File: config.mk
export PLATFORM = sky130hd
export DESIGN_NAME = uart_tx_param_flat
export DESIGN_NICKNAME = d
export VERILOG_FILES = /design/src/rtl/uart_pkg.sv /design/src/rtl/uart_tx_param_if.sv /design/src/rtl/uart_bit_timer.sv /design/src/rtl/uart_tx_param.sv /design/src/flat_wrapper.sv
export SDC_FILE = /design/constraint.sdc
export NUM_CORES = 1
export LEC_CHECK = 0
export CAP_MARGIN = 10
export CORE_ASPECT_RATIO = 1.4
export CORE_MARGIN = 10
export CORE_UTILIZATION = 46
export CTS_CLUSTER_SIZE = 14
export DETAILED_ROUTE_END_ITERATION = 7
export PLACE_DENSITY = 0.74
export SYNTH_ARGS = -nofsm -noshare
export SYNTH_HDL_FRONTEND = slang
export SYNTH_HIERARCHICAL = 1
export SYNTH_SLANG_ARGS = --single-unit
export TNS_END_PERCENT = 100
File: constraint.sdc
create_clock -name CLKIN -period 2.5 [get_ports CLKIN]
set_input_delay 0.25 -clock CLKIN [delete_from_list [all_inputs] [get_ports CLKIN]]
set_output_delay 0.25 -clock CLKIN [all_outputs]
set_load 0.03 [all_outputs]
File: src/rtl/uart_pkg.sv
// uart_pkg: shared states, parity modes and frame-length helper for the UART transmitter
package uart_pkg;
  typedef enum logic [2:0] {IDLE, START, DATA, PAR, STOP} state_t;
  localparam int PAR_NONE = 0;
  localparam int PAR_EVEN = 1;
  localparam int PAR_ODD = 2;
  // frame length in bit periods
  function automatic int frame_len(int data_bits, int parity, int stop_bits);
    return 1 + data_bits + (parity != PAR_NONE ? 1 : 0) + stop_bits;
  endfunction
endpackage

File: src/rtl/uart_tx_param_if.sv
// uart_tx_param_if: valid/ready word handshake between producer and transmitter
interface uart_tx_param_if #(parameter int DATA_BITS = 8);
  logic [DATA_BITS-1:0] data;
  logic valid;
  logic ready;
  modport master(output data, valid, input ready);
  modport slave(input data, valid, output ready);
endinterface

File: src/rtl/uart_bit_timer.sv
// uart_bit_timer: counts CLKS_PER_BIT cycles per serial bit and pulses bit_done on the last one
module uart_bit_timer #(parameter int CLKS_PER_BIT = 414) (
  input  logic CLKIN,
  input  logic RESET,
  input  logic clear,
  input  logic en,
  output logic bit_done
);
  localparam int W = $clog2(CLKS_PER_BIT);
  logic [W-1:0] cnt;
  assign bit_done = en && cnt == W'(CLKS_PER_BIT - 1);
  always_ff @(posedge CLKIN)
    if (RESET || clear) cnt <= '0;
    else if (en) cnt <= bit_done ? '0 : cnt + W'(1);
endmodule

File: src/rtl/uart_tx_param.sv
// uart_tx_param: parametrised UART transmitter, start + LSB-first data + optional parity + stop bits
module uart_tx_param import uart_pkg::*; #(
  parameter int CLKS_PER_BIT = 414,
  parameter int DATA_BITS = 8,
  parameter int PARITY = 0,
  parameter int STOP_BITS = 1
) (
  input  logic CLKIN,
  input  logic RESET,
  uart_tx_param_if.slave bus,
  output logic out,
  output logic busy
);
  if (CLKS_PER_BIT < 2 || DATA_BITS < 5 || DATA_BITS > 9 || PARITY < 0 || PARITY > 2 ||
      STOP_BITS < 1 || STOP_BITS > 2) begin : g_bad_param
    $fatal(1, "uart_tx_param: illegal parameter value");
  end
  state_t state;
  logic [DATA_BITS-1:0] shift;
  logic [3:0] bits;
  logic par;
  logic bit_done;
  logic last;
  logic accept;
  // last cycle of the final stop bit doubles as an accept slot for gapless frames
  assign last = bit_done && state == STOP && bits == 4'(STOP_BITS - 1);
  assign bus.ready = !RESET && (state == IDLE || last);
  assign accept = bus.valid && bus.ready;
  uart_bit_timer #(.CLKS_PER_BIT(CLKS_PER_BIT)) timer (
    .CLKIN(CLKIN),
    .RESET(RESET),
    .clear(accept),
    .en(state != IDLE),
    .bit_done(bit_done)
  );
  always_ff @(posedge CLKIN)
    if (RESET) begin
      state <= IDLE;
      out <= 1'b1;
      busy <= 1'b0;
      bits <= '0;
      shift <= '0;
      par <= 1'b0;
    end else if (accept) begin
      state <= START;
      out <= 1'b0;
      busy <= 1'b1;
      bits <= '0;
      shift <= bus.data;
      par <= ^bus.data ^ (PARITY == PAR_ODD);
    end else if (bit_done)
      case (state)
        START: begin
          state <= DATA;
          out <= shift[0];
        end
        DATA:
          if (bits == 4'(DATA_BITS - 1)) begin
            bits <= '0;
            state <= PARITY != PAR_NONE ? PAR : STOP;
            out <= PARITY != PAR_NONE ? par : 1'b1;
          end else begin
            bits <= bits + 4'd1;
            shift <= shift >> 1;
            out <= shift[1];
          end
        PAR: begin
          state <= STOP;
          out <= 1'b1;
        end
        STOP:
          if (last) begin
            state <= IDLE;
            busy <= 1'b0;
            bits <= '0;
          end else bits <= bits + 4'd1;
        default: state <= IDLE;
      endcase
endmodule

File: src/flat_wrapper.sv
// flat-port wrapper written by rule: the top's interface ports become plain ports
module uart_tx_param_flat import uart_pkg::*;
#(
  parameter int CLKS_PER_BIT = 414,
  parameter int DATA_BITS = 8,
  parameter int PARITY = 0,
  parameter int STOP_BITS = 1
)
  (CLKIN, RESET, out, busy, bus_data, bus_valid, bus_ready);
  uart_tx_param_if #(.DATA_BITS(DATA_BITS)) bus_i ();
  input  logic CLKIN;
  input  logic RESET;
  output logic out;
  output logic busy;
  input wire logic [$bits(bus_i.data)-1:0] bus_data;
  input wire logic [$bits(bus_i.valid)-1:0] bus_valid;
  output wire logic [$bits(bus_i.ready)-1:0] bus_ready;
  assign bus_i.data = bus_data;
  assign bus_i.valid = bus_valid;
  assign bus_ready = bus_i.ready;
  uart_tx_param #(.CLKS_PER_BIT(CLKS_PER_BIT), .DATA_BITS(DATA_BITS), .PARITY(PARITY), .STOP_BITS(STOP_BITS)) u_core (.CLKIN(CLKIN), .RESET(RESET), .bus(bus_i), .out(out), .busy(busy));
endmodule
Word-level counts from Yosys, hierarchy flattened
Cells that the tools add are included.

Reduce and logical (&&, ||, !) cells: 24. Add/subtract/negate cells: 2. Mux-type cells: 21. Equality and inequality tests: 11.

Operators with widths (number): 8-bit 2-to-1 mux (4); 3-bit one-hot mux with 4 select lines (1); 3-bit AND reduction (4); 2-bit nonzero test (5); 9-bit by 1-bit adder with 9-bit output, second input constant (1); 9-bit == test, second input constant (1); 1-bit 2-to-1 mux (9); 9-bit 2-to-1 mux (1); 4-bit 2-to-1 mux (2); 4-bit one-hot mux with 2 select lines (1); 3-bit by 2-bit == test with 1-bit output, second input constant (2); 3-bit 2-to-1 mux (2); 3-bit by 2-bit inequality test with 1-bit output, second input constant (2); 1-bit logical AND (5); 4-bit by 1-bit adder with 4-bit output, second input constant (1); 4-bit by 3-bit == test with 1-bit output, second input constant (1); 4-bit zero test (1); 2-bit by 1-bit inequality test with 1-bit output, second input constant (2); 2-bit AND reduction (2); 4-bit nonzero test (1); 3-bit by 1-bit == test with 1-bit output, second input constant (1); 3-bit == test, second input constant (1); 3-bit zero test (1); 1-bit one-hot mux with 3 select lines (1); other kinds (5) (6).

Output and inout port bits: 3. Bits in registers: 26.

Depth between registers and ports, before layout
Depth in word-level cells: 9. Gate-level depth with buffers: 11.

Hierarchy
Netlist, hierarchy kept.

Modules (own cells, without submodules): uart_tx_param (area an instance 935.9 sq um, instances 1, seq. area each 340.3 sq um, cells an instance 104); uart_bit_timer (area an instance 509.2 sq um, instances 1, seq. area each 180.2 sq um, cells an instance 57).

Worst setup path before layout
Ideal clock, no wire load.

Path kind: register -> output. Start: register u_core.state[2]. End: output bus_ready. Data arrival time: 2.224 ns. Buffers on the path: 2. Stages on the path, launching flop included: 9. Slack: 0.026 ns. Cells stage by stage: dfxtp_1 -> buf_2 -> or3_1 -> buf_2 -> nand4_4 -> nor3_2 -> and4bb_2 -> nand3_1 -> a21oi_1.

Cells in the longest elaborated chain, start to end: 6.

RTL lines: start: declaration (line uart_tx_param.sv:18) `state_t state;`; start signal: assignment (line uart_tx_param.sv:60) `state <= PARITY != PAR_NONE ? PAR : STOP;`; 3-bit nonzero test (line uart_tx_param.sv:33) `.en(state != IDLE),`; 1-bit logical AND (line uart_bit_timer.sv:11) `assign bit_done = en && cnt == W'(CLKS_PER_BIT - 1);`; via u_core.bit_done (line uart_tx_param.sv:22) `logic bit_done;`; 1-bit logical AND (2 in series) (line uart_tx_param.sv:26) `assign last = bit_done && state == STOP && bits == 4'(STOP_BITS - 1);`; 1-bit logical OR (line uart_tx_param.sv:27) `assign bus.ready = !RESET && (state == IDLE || last);`; 1-bit logical AND (line uart_tx_param.sv:27); end: declaration (line flat_wrapper.sv:17) `output wire logic [$bits(bus_i.ready)-1:0] bus_ready;`.

The timed path passes the listed nets, and every way through them passes these cells.

Worst setup path after layout
Start: register u_core.timer.cnt[1]. End: output bus_ready.

Cells in the longest elaborated chain, start to end: 6.

RTL lines: start: declaration (line uart_bit_timer.sv:10) `logic [W-1:0] cnt;`; start signal: assignment (line uart_bit_timer.sv:14) `else if (en) cnt <= bit_done ? '0 : cnt + W'(1);`; 9-bit == test (line uart_bit_timer.sv:11); 1-bit logical AND (line uart_bit_timer.sv:11); via u_core.bit_done (line uart_tx_param.sv:22); 1-bit logical AND (2 in series) (line uart_tx_param.sv:26); 1-bit logical OR (line uart_tx_param.sv:27); 1-bit logical AND (line uart_tx_param.sv:27).

The timed path passes the listed nets, and every way through them passes these cells.

==> results.sh <==
export IMPL_clkSinkCount=26
export IMPL_die_w_um=67.37
export IMPL_seq_area_frac_synth_pct=36.02
export IMPL_synthFlopType="dfxtp_1"
export IMPL_required_ps=2250
export IMPL_pwr_share_clk_pct=38.5
export IMPL_fin_nets=195
export IMPL_via_per_inst=5.817
export IMPL_post_place_ws_ps=291.4
export IMPL_fin_util_pct=56.21
export IMPL_cp_start_kind="flop"
export IMPL_top_usage_layer="met2"
export IMPL_r2r_cells=9
export IMPL_vias=1268
export IMPL_grt_ovfl_total=0
export IMPL_htreeDepth=1
export IMPL_maxSlewViolCount=0
export IMPL_area_growth_pct=19.13
export IMPL_syn_inst=161
export IMPL_ant_nets=0
export IMPL_worst_pin_slew_ps=356.7
export IMPL_avgSynthCellArea_um2=8.976
export IMPL_p_sw_uw=204.8
export IMPL_slew_limit_headroom_pct=76.17
export IMPL_dr_pass1_iters=4
export IMPL_syn_nets=176
export IMPL_syn_area_mm2=0.001445
export IMPL_drc=0
export IMPL_place_congestion=0.9016
export IMPL_pin_count=14
export IMPL_status="finished, final reports clean"
export IMPL_layout_setup_ws_ps=154.9
export IMPL_period_share_pct=93.80
export IMPL_yosys_warnings=6
export IMPL_worstSetupPathType="flop to output port"
export IMPL_antenna_found_initial=0
export IMPL_internal_power_uw=700.2
export IMPL_fp_dieH_um=86.32
export IMPL_fmax_ghz=0.4264
export IMPL_ys_types=45
export IMPL_clk_pin_slew_ps=90
export IMPL_worstHoldPathType="flop to flop"
export IMPL_core_mm2=0.003063
export IMPL_endpoint_kind="output port"
export IMPL_wl_per_cell_um=14.88
export IMPL_root_buffer="clkbuf_8"
export IMPL_grt_pass1_vias=1203
export IMPL_cellLeakagePower_uw=0.0006613
export IMPL_numCtsBuffers=3
export IMPL_synth_edf_count=0
export IMPL_synth_seq_cells=26
export IMPL_stdcell_count=218
export IMPL_start_util_pct=47.18
export IMPL_grt_util_met1_pct=12.72
export IMPL_drive_gt1_share_pct=16.76
export IMPL_switching_share_pct=22.63
export IMPL_whs_path_depth=2
export IMPL_clk_path_buf_depth=2
export IMPL_die_area_mm2=0.005815
export IMPL_drtIter0Drc=36
export IMPL_cp_arrival_ps=2100
export IMPL_portBuffers=13
export IMPL_pwr_density_cell_mw_per_mm2=525.7
export IMPL_synth_async_reset_ratio_pct=0
export IMPL_min_period_ps=2345
export IMPL_grt_usage_pct=11.60
export IMPL_use_met2_pct=20.85
export IMPL_finClkSkew_ps=8.533
export IMPL_cts_tree="built"
export IMPL_numPlacedInstances=213
export IMPL_place_hpwl_mm=2.478
export IMPL_core_rowCount=24
export IMPL_maxCapViolCount=0
export IMPL_combPwrFrac_pct=12.2
export IMPL_clock_latency_ps=280
export IMPL_grt_max_degree=16
export IMPL_gr_usage_met3_pct=2.326
export IMPL_seqPwrFrac_pct=49.3
export IMPL_critPathMaxFanout=4
export IMPL_grt_pass1_wl_mm=5.464
export IMPL_finalSetupViolCount=0
export IMPL_hold_buffers=0
export IMPL_drt_total_wl_mm=3.244
export IMPL_hold_viol_final=0
export IMPL_antenna_cells=0
export IMPL_peakVddDrop_mv=0.3882
layout make-up:
cell class,count,area (µm²)
fill,279,1341
timing repair buffer,21,187.7
sequential,26,523.0
tap,39,48.80
clock inverter,1,30.03
inverter,6,23.77
multi-input combinational,122,867.1
clock buffer,3,41.29
state kept, by name, summed over array words and instances, names as in the netlist:
name              count
u_core/timer/cnt      9
u_core/shift          8
u_core/bits           4
u_core/state          3
u_core/busy           1
u_core/out            1
cell usage after synthesis (2+ instances only):
master,number,share of area (%)
nand4_1,3,1.3
nand2_1,14,3.6
a211oi_2,4,3.5
o21ai_0,6,2.1
nor2_1,9,2.3
or4b_1,2,1.4
xor2_1,2,1.2
nand3_1,10,3.5
dfxtp_1,26,36
or3b_2,2,1.2
mux2i_1,7,4.8
nand2b_1,2,0.87
inv_1,5,1.3
and3_1,3,1.3
a211o_1,2,1.2
ha_1,4,3.5
a32oi_1,2,1.2
a31oi_1,4,1.7
nand3b_1,4,2.1
and4bb_2,2,1.7
buf_6,2,1.6
nand4bb_1,2,1.6
a21oi_1,15,5.2
buf_2,3,1.0
or3_1,6,2.6
metal layers:
| layer | wire, µm | share of wire, % |
|---|---|---|
| met1 | 1312 | 40 |
| met2 | 1739 | 54 |
| met3 | 139 | 4.3 |
| met4 | 53 | 1.6 |
| met5 | 0 | 0 |
path summary, 6_finish.rpt:
kind,startpoint,to,slack [ps]
worst max-delay path,u_core/timer/cnt[1],bus_ready,150
worst min-delay path,u_core/busy,u_core/busy,480
worst min register to register,u_core/busy,u_core/busy,480
worst max register to register,u_core/state[0],u_core/timer/cnt[1],190
logic make-up after synthesis:
logic type	synth area share (%)
XOR/XNOR	1.212
multiplexers	4.849
buffers and inverters	4.761
flip-flops	36.02
adder cells (fa/ha/maj)	3.463
AO/OA/AOI/OAI	19.48
AND/OR/NAND/NOR	30.22
critical path, cell delays in order (launching register included):
cell	delay, ps
dfxtp_1	340
inv_1	80
ha_1	180
nand4bb_2	220
nor3_4	240
and4bb_2	280
nand3_1	120
a21oi_1	180
buf_4	180
per-stage QoR:
stage                     setup TNS [ps]  cell area, µm²  total power (µW)  hold WS [ps]
after CTS                              0            1700             913.1         486.2
after global placement                 0            1629             561.7         459.0
final                                  0            1722             905.0         479.1
after global routing              -13.94            1722             939.6         509.6
after detailed placement               0            1629             565.4         468.2
after floorplan                        0            1445             525.9         386.0
placed cells by master (no fill, tap or decap), types with 2 or more instances in the layout:
| cell type | count |
|---|---|
| dfxtp_1 | 24 |
| a21oi_1 | 15 |
| nand2_1 | 14 |
| clkdlybuf4s50_1 | 12 |
| nand3_1 | 10 |
| buf_4 | 9 |
| nor2_1 | 9 |
| mux2i_1 | 7 |
| or3_1 | 6 |
| o21ai_0 | 6 |
| inv_1 | 5 |
| nand3b_1 | 4 |
| a211oi_2 | 4 |
| a31oi_1 | 4 |
| ha_1 | 4 |
| clkbuf_8 | 3 |
| and3_1 | 3 |
| nand4_1 | 3 |
| and4bb_2 | 2 |
| or3b_2 | 2 |
| or4b_1 | 2 |
| nand2b_1 | 2 |
| xor2_1 | 2 |
| a32oi_1 | 2 |
| dfxtp_2 | 2 |
| a211o_1 | 2 |
power by group through the flow:
stage | Combinational [µW] | Clock (µW) | Sequential [µW]
2_1_floorplan | 69.0 | 0 | 457
3_3_place_gp | 108 | 0 | 454
3_5_place_dp | 110 | 0 | 455
4_1_cts | 111 | 357 | 445
5_1_grt | 120 | 371 | 449
6_report | 111 | 348 | 446
repair_timing:
action                                  in CTS  in global routing
endpoints found under the setup margin       1                  1
gates resized for setup                      0                  4
hold endpoints to repair                     0                  0
setup buffers                                0                  1
pin swaps                                    1                  1
Power figures use the tool's default switching activity.
==> variant 1, RTL diff (same settings) <==
`DATA_BITS` is set to 8 in 3 places; all go to 6.
--- a/src/rtl/uart_tx_param_if.sv
+++ b/src/rtl/uart_tx_param_if.sv
@@ -1,3 +1,3 @@
 // uart_tx_param_if: valid/ready word handshake between producer and transmitter
-interface uart_tx_param_if #(parameter int DATA_BITS = 8);
+interface uart_tx_param_if #(parameter int DATA_BITS = 6);
   logic [DATA_BITS-1:0] data;
--- a/src/rtl/uart_tx_param.sv
+++ b/src/rtl/uart_tx_param.sv
@@ -3,3 +3,3 @@
   parameter int CLKS_PER_BIT = 414,
-  parameter int DATA_BITS = 8,
+  parameter int DATA_BITS = 6,
   parameter int PARITY = 0,
--- a/src/flat_wrapper.sv
+++ b/src/flat_wrapper.sv
@@ -4,3 +4,3 @@
   parameter int CLKS_PER_BIT = 414,
-  parameter int DATA_BITS = 8,
+  parameter int DATA_BITS = 6,
   parameter int PARITY = 0,
Ports: changed (resized bus_data); port bits go from 14 to 12. No check against the original RTL was run, so the function may have changed too.
==> variant 1 against the original RTL <==
Sequential cell count down 2; design area down 8.0%; area after synthesis down 5.9%; total power down 17%; setup slack better by 0.017 ns; clock power down 36%; routed wire length down 11%; maximum frequency up 0.73%; non-clock buffer count down 4; sequential share of layout area about the same; global-route usage down 0.48 points; critical endpoint is now u_core/shift[0]; largest cell class unchanged; largest power group unchanged.
==> variant 1: results <==
group,metric,value,unit
grt,grt.met2_usage,18.6,%
grt,grt_pass1_wl,5140,um
setup_path,cp-end-kind,"register",
finish,stdcell_area,1580,sq um
placement,dpl_cell_area,1520,sq um
setup_path,cp.arrival,2.50,ns
timing,setup_ws,0.172,ns
clock_network,ctsResizeCount,1,
finish,buf_share,9.64,%
worst_hold_path,hp-start,"u_core/bits[1]",
drt,wl_met3,73,um
setup_path,r2r_end,"u_core/shift[0]",
yosys,synth.area.top_cells,"dfxtp_1 (35%), mux2i_1 (5.2%), ha_1 (4.6%)",
setup_path,path_class,"reg2reg",
yosys,synth_commonest_cells,"dfxtp_1 (24), nand2_1 (12), a21oi_1 (10), nor2_1 (10), inv_1 (9)",
grt,track_usage,11.1,%
finish,multi_input_cells,115,
placement,pre_cts_ws,0.0297,ns
grt,met1_usage,12.4,%
grt,met3_usage,2.66,%
grt,grt_max_degree,15,
placement,io_buffers,11,
yosys,synth.distinct_cells,46,
status,status,"finished, final reports clean",
worst_hold_path,holdPathEnd,"u_core/bits[1]",
finish,finalNetCount,184,
setup_path,critPathLaunch,"u_core/state[2]",
pwr,leakage,0.564,nW
yosys,synth_fa_ha_area_share,4.60,%
setup_path,crit_path_max_fanout,11,
finish,fillers,262,
drt,met1_length,1230,um
yosys,synthMuxAreaShare,5.15,%
placement,dp_hpwl,2170,um
yosys,syn-num-nets,170,
placement,place_congestion,0.913,
drt,via_count,1166,
timing,fin_skew,0.00155,ns
finish,multi_input_area,830,sq um
clock_network,clock_latency,0.26,ns
finish,largestRegisters,"u_core/timer/cnt (9), u_core/shift (6), u_core/bits (4)",
yosys,ys_seq_area_share,35.3,%
floorplanning,die-area,5560,sq um
-- variant 1: changes by cell type in the layout (fill, tap and decap cells not counted), sizes merged, moves of 3 or more --
cell    delta
and3b      +3
nand2b     +3
or4b       -3
nand3      -8
inv        +4
a21oi      -5
-- variant 1: worst max-delay path, cell delays in order (launching register included) --
cell	delay (ns)
dfxtp_1	0.45
inv_1	0.16
nand2_2	0.18
nand4_4	0.17
nor3_4	0.19
buf_4	0.20
and3b_2	0.22
and3b_2	0.29
mux2i_1	0.11
a211oi_1	0.27
-- variant 1: stage by stage --
step	hold slack (ns)	cells
6_report	0.501	205
3_3_place_gp	0.476	202
4_1_cts	0.505	205
2_1_floorplan	0.386	156
5_1_grt	0.532	205
3_5_place_dp	0.495	202
-- variant 1: report_power, final --
group / internal (W) / switching (W)
sequential: 0.000400 / 0.0000135
clock: 0.000108 / 0.000117
combinational: 0.0000517 / 0.0000634
total: 0.000559 / 0.000194
==> variant 2, RTL diff (same settings) <==
Made on the original files. Encoding of `state_t`: now Gray code (3 bits for 5 states).
--- a/src/rtl/uart_pkg.sv
+++ b/src/rtl/uart_pkg.sv
@@ -2,3 +2,3 @@
 package uart_pkg;
-  typedef enum logic [2:0] {IDLE, START, DATA, PAR, STOP} state_t;
+  typedef enum logic [2:0] {IDLE = 3'b000, START = 3'b001, DATA = 3'b011, PAR = 3'b010, STOP = 3'b110} state_t;
   localparam int PAR_NONE = 0;
Check against the original RTL: no difference found for any inputs over 10 cycles, from zero or initial values and one cycle with RESET high; not proved beyond that.
==> variant 2 against the original RTL <==
Area after synthesis decreased by 1.6%; critical path depth decreased by 1; routed wire length increased by 0.46%; critical path type unchanged; design area decreased by 2.7%; highest routed layer unchanged; total power decreased by 13%; synthesized cell count increased by 3.1%; combinational power decreased by 5%; sequential share of layout area increased by 0.99 points; count of clock-buffer cells in the layout increased by 1; setup slack got worse by 0.063 ns; sequential cell count unchanged.
==> variant 2: results <==
group,metric,value,unit
status,status,"finished, final reports clean",
yosys,synth.area.top_cells,"dfxtp_1 (37%), nand2_1 (5.8%), a21oi_1 (5.6%)",
clock_network,post-cts-setup-buffer-count,1,
setup_path,cp_slowest_cell,"dfxtp_4",
setup_path,critPathMaxStageDelay,0.46,ns
grt,track_usage,11.8,%
grt,met3_usage,2.73,%
pwr,leakage,0.593,nW
setup_path,r2r_end,"u_core/state[1]",
finish,multi_input_area_share,51.1,%
yosys,synth_commonest_cells,"dfxtp_1 (26), nand2_1 (22), a21oi_1 (16)",
yosys,ys_seq_area_share,36.6,%
placement,pre_cts_ws,0.134,ns
finish,buffers_excl_clock,20,
floorplanning,fp-row-count,23,
finish,register_area,526,sq um
placement,dp_hpwl,2450,um
setup_path,crit_path_max_fanout,15,
finish,seq_cell_count,26,
pwr,peakVddDrop,0.429,mV
finish,buf_share,10.8,%
yosys,synth.avg_cell_area,8.57,sq um
grt,grt.met2_usage,21.9,%
grt,grt_pass1_vias,1298,
drt,wl_met2,1700,um
drt,routed_wl,3260,um
drt,first_pass_iters,5,
timing,fin_skew,0.00593,ns
## variant 2: worst max-delay path by stage
stage / start / depth (start not counted) / slack, ns / to
global route: u_core/state[0] / 7 / -0.03 / bus_ready
CTS: u_core/state[0] / 7 / 0.05 / bus_ready
global placement: u_core/timer/cnt[0] / 7 / 0.24 / u_core/shift[6]
floorplan: u_core/state[0] / 12 / 0.002 / u_core/timer/cnt[1]
finish: u_core/state[0] / 7 / 0.09 / bus_ready
detailed placement: u_core/timer/cnt[0] / 7 / 0.13 / u_core/shift[0]
## variant 2: where the power goes
group	switching, W	leakage (nW)	internal, W
clock	0.000125	0.0228	0.000114
combinational	0.0000529	0.358	0.0000521
sequential	0.0000166	0.213	0.000431
## variant 2: kinds of logic after synthesis
group / after synthesis / synth area share [%]
and+or+nand+nor: 71 / 30.3
AOI/OAI and AO/OA: 47 / 22.3
DFF: 26 / 36.6
buffers and inverters: 15 / 5.28
adders and majority gates: 4 / 3.52
xor gates and xnor gates: 2 / 1.23
muxes: 1 / 0.704
